<file path="config.mk">
export PLATFORM = sky130hd
export DESIGN_NAME = fetch_unit
export DESIGN_NICKNAME = d
export VERILOG_FILES = /design/src/rtl/fetch_pkg.sv /design/src/rtl/fetch_unit.sv
export SDC_FILE = /design/constraint.sdc
export NUM_CORES = 1
export LEC_CHECK = 0
export CORE_MARGIN = 2
export CORE_UTILIZATION = 45
export CTS_BUF_LIST = sky130_fd_sc_hd__clkbuf_4
export DETAILED_ROUTE_END_ITERATION = 8
export PLACE_DENSITY = 0.84
export SLEW_MARGIN = 20
export SYNTH_ARGS = -nofsm -noshare
export SYNTH_HDL_FRONTEND = slang
export SYNTH_SLANG_ARGS = --single-unit
</file>
<file path="constraint.sdc">
create_clock -name clk_i -period 3.58 [get_ports clk_i]
set_clock_uncertainty 0.1 [all_clocks]
set_input_delay 0.358 -clock clk_i [delete_from_list [all_inputs] [get_ports clk_i]]
set_output_delay 0.358 -clock clk_i [all_outputs]
set_load 0.02 [all_outputs]
</file>
<file path="src/rtl/fetch_pkg.sv">
// Shared types and constants for the instruction fetch unit.
//
// Contents:
//   FETCH__INST_WIDTH - width of an instruction word
//   fetch_state_e     - fetch FSM states (REQ, WAIT, HOLD, EXEC, FAULT)
package fetch_pkg;

  localparam int FETCH__INST_WIDTH = 32;

  typedef enum logic [2:0] {
    REQ,
    WAIT,
    HOLD,
    EXEC,
    FAULT
  } fetch_state_e;

endpackage

</file>
<file path="src/rtl/fetch_unit.sv">
// Instruction fetch unit for the multicycle core.
//
// Owns the architectural PC and keeps at most one instruction-memory read
// outstanding. The fetched word is presented to decode. The unit then waits
// for execute to return the next PC from the PC ALU. A misaligned next PC
// becomes a held fetch fault instead of a memory access.
//
// Parameters:
//   Width        - PC / address width (defaults to `ISA__XLEN)
//   ResetVector  - PC loaded on reset
//
// Ports:
//   clk_i            core clock
//   rst_i            synchronous active-high reset
//   redirect_i       execute finished; redirect_pc_i is valid
//   redirect_pc_i    next PC from the PC ALU
//   ialign_i         redirect_pc_i is not instruction-aligned
//   mem_req_valid_o  fetch request, held until accepted
//   mem_req_ready_i  memory accepts the request
//   mem_addr_o       fetch address (always the current PC)
//   mem_rsp_valid_i  read data valid (single-cycle pulse)
//   mem_rsp_data_i   instruction word from memory
//   inst_valid_o     instruction presented to decode
//   inst_ready_i     decode accepts the instruction
//   inst_o           instruction word
//   inst_pc_o        PC of inst_o
//   fault_o          instruction-address-misaligned fault pending
//   fault_addr_o     offending target address
//
// Build option:
//   FETCH__BYPASS_EN - when defined, a response is forwarded to decode in the
//                      same cycle it arrives; when undefined, inst_o and
//                      inst_valid_o come only from flops.

`ifndef ISA__XLEN
`define ISA__XLEN 32
`endif

module fetch_unit
  import fetch_pkg::*;
#(
  parameter int               Width       = `ISA__XLEN,
  parameter logic [Width-1:0] ResetVector = '0
) (
  input  logic                         clk_i,
  input  logic                         rst_i,
  input  logic                         redirect_i,
  input  logic [Width-1:0]             redirect_pc_i,
  input  logic                         ialign_i,
  output logic                         mem_req_valid_o,
  input  logic                         mem_req_ready_i,
  output logic [Width-1:0]             mem_addr_o,
  input  logic                         mem_rsp_valid_i,
  input  logic [FETCH__INST_WIDTH-1:0] mem_rsp_data_i,
  output logic                         inst_valid_o,
  input  logic                         inst_ready_i,
  output logic [FETCH__INST_WIDTH-1:0] inst_o,
  output logic [Width-1:0]             inst_pc_o,
  output logic                         fault_o,
  output logic [Width-1:0]             fault_addr_o
);

  fetch_state_e                 state_q, state_d;
  logic [Width-1:0]             pc_q, pc_d;
  logic [FETCH__INST_WIDTH-1:0] inst_q, inst_d;
  logic [Width-1:0]             fault_addr_q, fault_addr_d;

  // State and datapath registers. Reset dominates every other event in the
  // same cycle; memory shares this reset so no stale response can follow.
  always_ff @(posedge clk_i) begin
    if (rst_i) begin
      state_q      <= REQ;
      pc_q         <= ResetVector;
      inst_q       <= '0;
      fault_addr_q <= '0;
    end else begin
      state_q      <= state_d;
      pc_q         <= pc_d;
      inst_q       <= inst_d;
      fault_addr_q <= fault_addr_d;
    end
  end

  // Next-state logic. The PC only moves on an aligned redirect; a misaligned
  // one records the target in fault_addr and leaves the PC where it was.
  always_comb begin
    state_d      = state_q;
    pc_d         = pc_q;
    inst_d       = inst_q;
    fault_addr_d = fault_addr_q;
    case (state_q)
      REQ: begin
        if (mem_req_ready_i) state_d = WAIT;
      end
      WAIT: begin
        if (mem_rsp_valid_i) begin
          inst_d  = mem_rsp_data_i;
`ifdef FETCH__BYPASS_EN
          state_d = inst_ready_i ? EXEC : HOLD;
`else
          state_d = HOLD;
`endif
        end
      end
      HOLD: begin
        if (inst_ready_i) state_d = EXEC;
      end
      EXEC, FAULT: begin
        if (redirect_i) begin
          if (ialign_i) begin
            fault_addr_d = redirect_pc_i;
            state_d      = FAULT;
          end else begin
            pc_d    = redirect_pc_i;
            state_d = REQ;
          end
        end
      end
      default: state_d = REQ;
    endcase
  end

  // Output decode. Decode-side outputs are forced to zero whenever no
  // instruction is being offered, so they read zero straight out of reset.
  always_comb begin
    mem_req_valid_o = 1'b0;
    inst_valid_o    = 1'b0;
    inst_o          = '0;
    inst_pc_o       = '0;
    case (state_q)
      REQ: mem_req_valid_o = 1'b1;
`ifdef FETCH__BYPASS_EN
      WAIT: begin
        if (mem_rsp_valid_i) begin
          inst_valid_o = 1'b1;
          inst_o       = mem_rsp_data_i;
          inst_pc_o    = pc_q;
        end
      end
`endif
      HOLD: begin
        inst_valid_o = 1'b1;
        inst_o       = inst_q;
        inst_pc_o    = pc_q;
      end
      default: ;
    endcase
  end

  assign mem_addr_o   = pc_q;
  assign fault_o      = (state_q == FAULT);
  assign fault_addr_o = fault_addr_q;

`ifndef SYNTHESIS
  // Protocol checks: a redirect only makes sense once the instruction has
  // been handed to execute, and a response only while a read is in flight.
  // Both events are ignored by the logic above; these just make them visible.
  always @(posedge clk_i) begin
    if (!rst_i) begin
      assert (!redirect_i || state_q == EXEC || state_q == FAULT)
        else $warning("fetch_unit: redirect ignored outside EXEC/FAULT");
      assert (!mem_rsp_valid_i || state_q == WAIT)
        else $warning("fetch_unit: response ignored outside WAIT");
    end
  end
`endif

endmodule

</file>
==> metrics.md <==
| Metric | Value |
|---|---|
| Outcome | finished, final reports clean |
| Fraction of registers with async set/reset | 0% |
| Sink Count | slightly below 100 |
| IO Port Bufs | around 200 |
| Most frequent cells after synthesis | dfxtp_1 (99), nand2b_1 (95), nand2_1 (66), and2_1 (64), mux2i_1 (64) |
| Hpwl dp | 8120 µm |
| Worst R2R Start | state_q[2]$_SDFFE_PP0P_ |
| Max-cap viol count | 0 |
| Final cell count without fillers | 798 |
| Synth Area in Compound Gates | 5.08% |
| Peak supply drop | 0.182 mV |
| Most used DFF post-synth | dfxtp_1 |
| Synthesis Warnings | 0 |
| Dpl cells | 782 |
| Largest family of logic cells by synthesized area | simple AND/OR/NAND/NOR gates |
| CP Max Fanout | 44 |
| Global-route wire length before repair | 16,900 µm |
| Synth Register Bits | 99 |
| Avg Synthesized Cell Area | 9.19 µm² |
| Mapped Nets | about 550 |
| Area share of the largest cell type after synthesis | around 45% |
| Die ar. | 10,700 µm² |
| Setup crit start kind | register |
| Cell Rows | 36 |
| R2R setup slack | 1550 ps |
| Detailed Routing Iterations Pass 1 | 4 |
| Final TNS setup | 0 ps |
| Final layout net count | 731 |
| Layout Utilization | 67.6% |
| Post-CTS Setup Inserts | 0 |
| Detail Route Antenna Nets | 0 |
| Pwr Density | 286 nW/µm² |
| Critical Path RT | 3120 ps |
| Die Y-Extent | roughly 100 µm |
| Number of top-level pins | 202 |
| Critical path endpoint category | output pin |
| Diodes inserted | 0 |
| Mapped Area | 4430 µm² |
| Netlist cell types | 30 |
| Setup crit end | inst_pc_o[30] |
| Largest area contributor in the netlist | dfxtp_1 |
| Post-Synthesis Cells | 482 |
| Vias in the first global route | 3,567 |
| Seq/Total Area, Yosys | 44.7% |
| Clock tree buffer depth | 2 |
| Minimum clock period | 2860 ps |
| Worst R2R Path Depth | 3 |
| Leakage power total | ~2.5 nW |
| HP Class | register to register |
| Initial Util | 45.8% |
| CTS buffer count | 9 |
| Core Box Area | 9680 µm² |
| Vias per cell | 4.71 |
| Count leader, synth | dfxtp_1 |
| Worst-path clk slew | 130 ps |
| Mux cell area share after synthesis | 14.7% |
| CTS root buffer | clkbuf_4 |
| CTS tree | built |
| # setup viols final | 0 |
| H-tree depth | 3 |
| Fin. max-slew vios | 0 |
| WL final | 11,200 µm |
| 1st-iter DRT viols | 74 |
| DRC Markers | 0 |
| GPL Wtd Cong | between 0.7 and 0.8 |
| Worst setup path class | register to output pin |
| Post-CTS Hold Fix Bufs | 0 |
| # resized after CTS | 0 |
| Worst setup margin | 724 ps |
| RSZ-0062 raised after global routing | false |
| Max Clock Freq | between 300 and 400 MHz |
| Place WS | 1180 ps |
| Data arrival, critical path | 2400 ps |
| Initial antenna violation count | 0 |
| Hold-critical path depth | 2 |
| Total number of vias | 3,757 |
| Wire length per cell | 14.0 µm |
| Largest net degree at the start of global routing | slightly below 70 |
| Post-Synth XOR/XNOR Area | 0% |
| P&R area growth vs syn | 47.7% |
| Worst slew pin tran | 907 ps |
| Worst slew margin | 39.5% |
| Tcrit/Tclk final | 79.8% |
| Fraction of layout cells with a size suffix above 1 | 3.76% |
| Post-synth EDFFs | 0 |
| Grt ovf | 0 |
| Simple-gate area share of the yosys netlist | 30.4% |
| Die width | 103 µm |
| RR Endpoint | mem_addr_o[7]$_SDFFE_PP0P_ |
| Top post-synthesis cells by area | dfxtp_1 (45%), mux2i_1 (14%), nand2b_1 (13%) |
| Fillers | 798 |
| Final Hold Viols | 0 |
| Tot GR Track Use | 20.1% |
| Adder-cell share of the synthesized area | 0% |
| Clk_lat worst skew | between 400 and 500 ps |
| CP Launch Point | state_q[1]$_SDFFE_PP0P_ |
-- per-stage QoR --
| stage | hold slack (ps) | instance area, µm² | total power, mW |
|---|---|---|---|
| global placement | 339 | 6440 | 1.39 |
| finish | 360 | 6540 | 1.87 |
| floorplan | 332 | 4430 | 1.28 |
| CTS | 343 | 6540 | 1.88 |
| global route | 341 | 6540 | 1.95 |
| detailed placement | 344 | 6440 | 1.40 |
-- worst min-delay path by stage --
stage,start,endpoint,slack [ps]
2_1_floorplan,inst_q[0]$_SDFFE_PP0P_,inst_q[0]$_SDFFE_PP0P_,330
3_3_place_gp,inst_q[25]$_SDFFE_PP0P_,inst_q[25]$_SDFFE_PP0P_,340
3_5_place_dp,inst_q[6]$_SDFFE_PP0P_,inst_q[6]$_SDFFE_PP0P_,340
4_1_cts,mem_rsp_data_i[19],inst_q[19]$_SDFFE_PP0P_,340
5_1_grt,mem_rsp_data_i[19],inst_q[19]$_SDFFE_PP0P_,340
6_report,inst_q[6]$_SDFFE_PP0P_,inst_q[6]$_SDFFE_PP0P_,360
-- cells in the final DEF, fill, tap and decap left out, drive strengths merged, types with 2 or more instances in the layout --
master / n
and2: 64
or2b: 2
buf: 6
a21oi: 35
clkinv: 5
mux2i: 64
clkdlybuf4s50: 200
nand2b: 95
dfxtp: 99
nor3: 2
nand2: 66
clkbuf: 11
a21o: 2
-- power by group --
group / switching (mW) / internal (mW)
registers: 0.0170 / 1.13
logic: 0.103 / 0.131
clock network: 0.342 / 0.150
-- cells by family after synthesis --
group	after synthesis
AND/OR/NAND/NOR	238
flip-flops	99
multiplexers	65
AO/OA/AOI/OAI	40
buffers and inverters	40
-- registers in the layout, indices dropped and copies added, names as in the netlist --
register and cells:
inst_q 32, mem_addr_o 32, state_q 3, fault_addr_o 32
-- cell type report --
type	count	area, µm²	area share (%)
Inverter	1	3.75	0.0574
Sequential cell	99	1980	30.3
Timing Repair Buffer	206	2060	31.4
Multi-Input combinational cell	343	2230	34.1
Clock inverter	5	20.0	0.306
Clock buffer	11	82.6	1.26
Tap cell	133	166	2.54
-- layer usage --
layer | up-vias | GRT usage (%) | part of all wire [%]
met5 | - | 0 | 0
met4 | 0 | 7.39 | 1.6
met3 | 18 | 5.04 | 6.7
met2 | 132 | 34.9 | 48
met1 | 1707 | 24.1 | 44
li1 | 1900 | - | -
-- worst max-delay path: stages (launching register included) --
cell	delay, ps
dfxtp_1	540
nor3b_2	260
buf_4	360
and2_1	190
clkdlybuf4s50_1	620
Power figures use the tool's default switching activity.
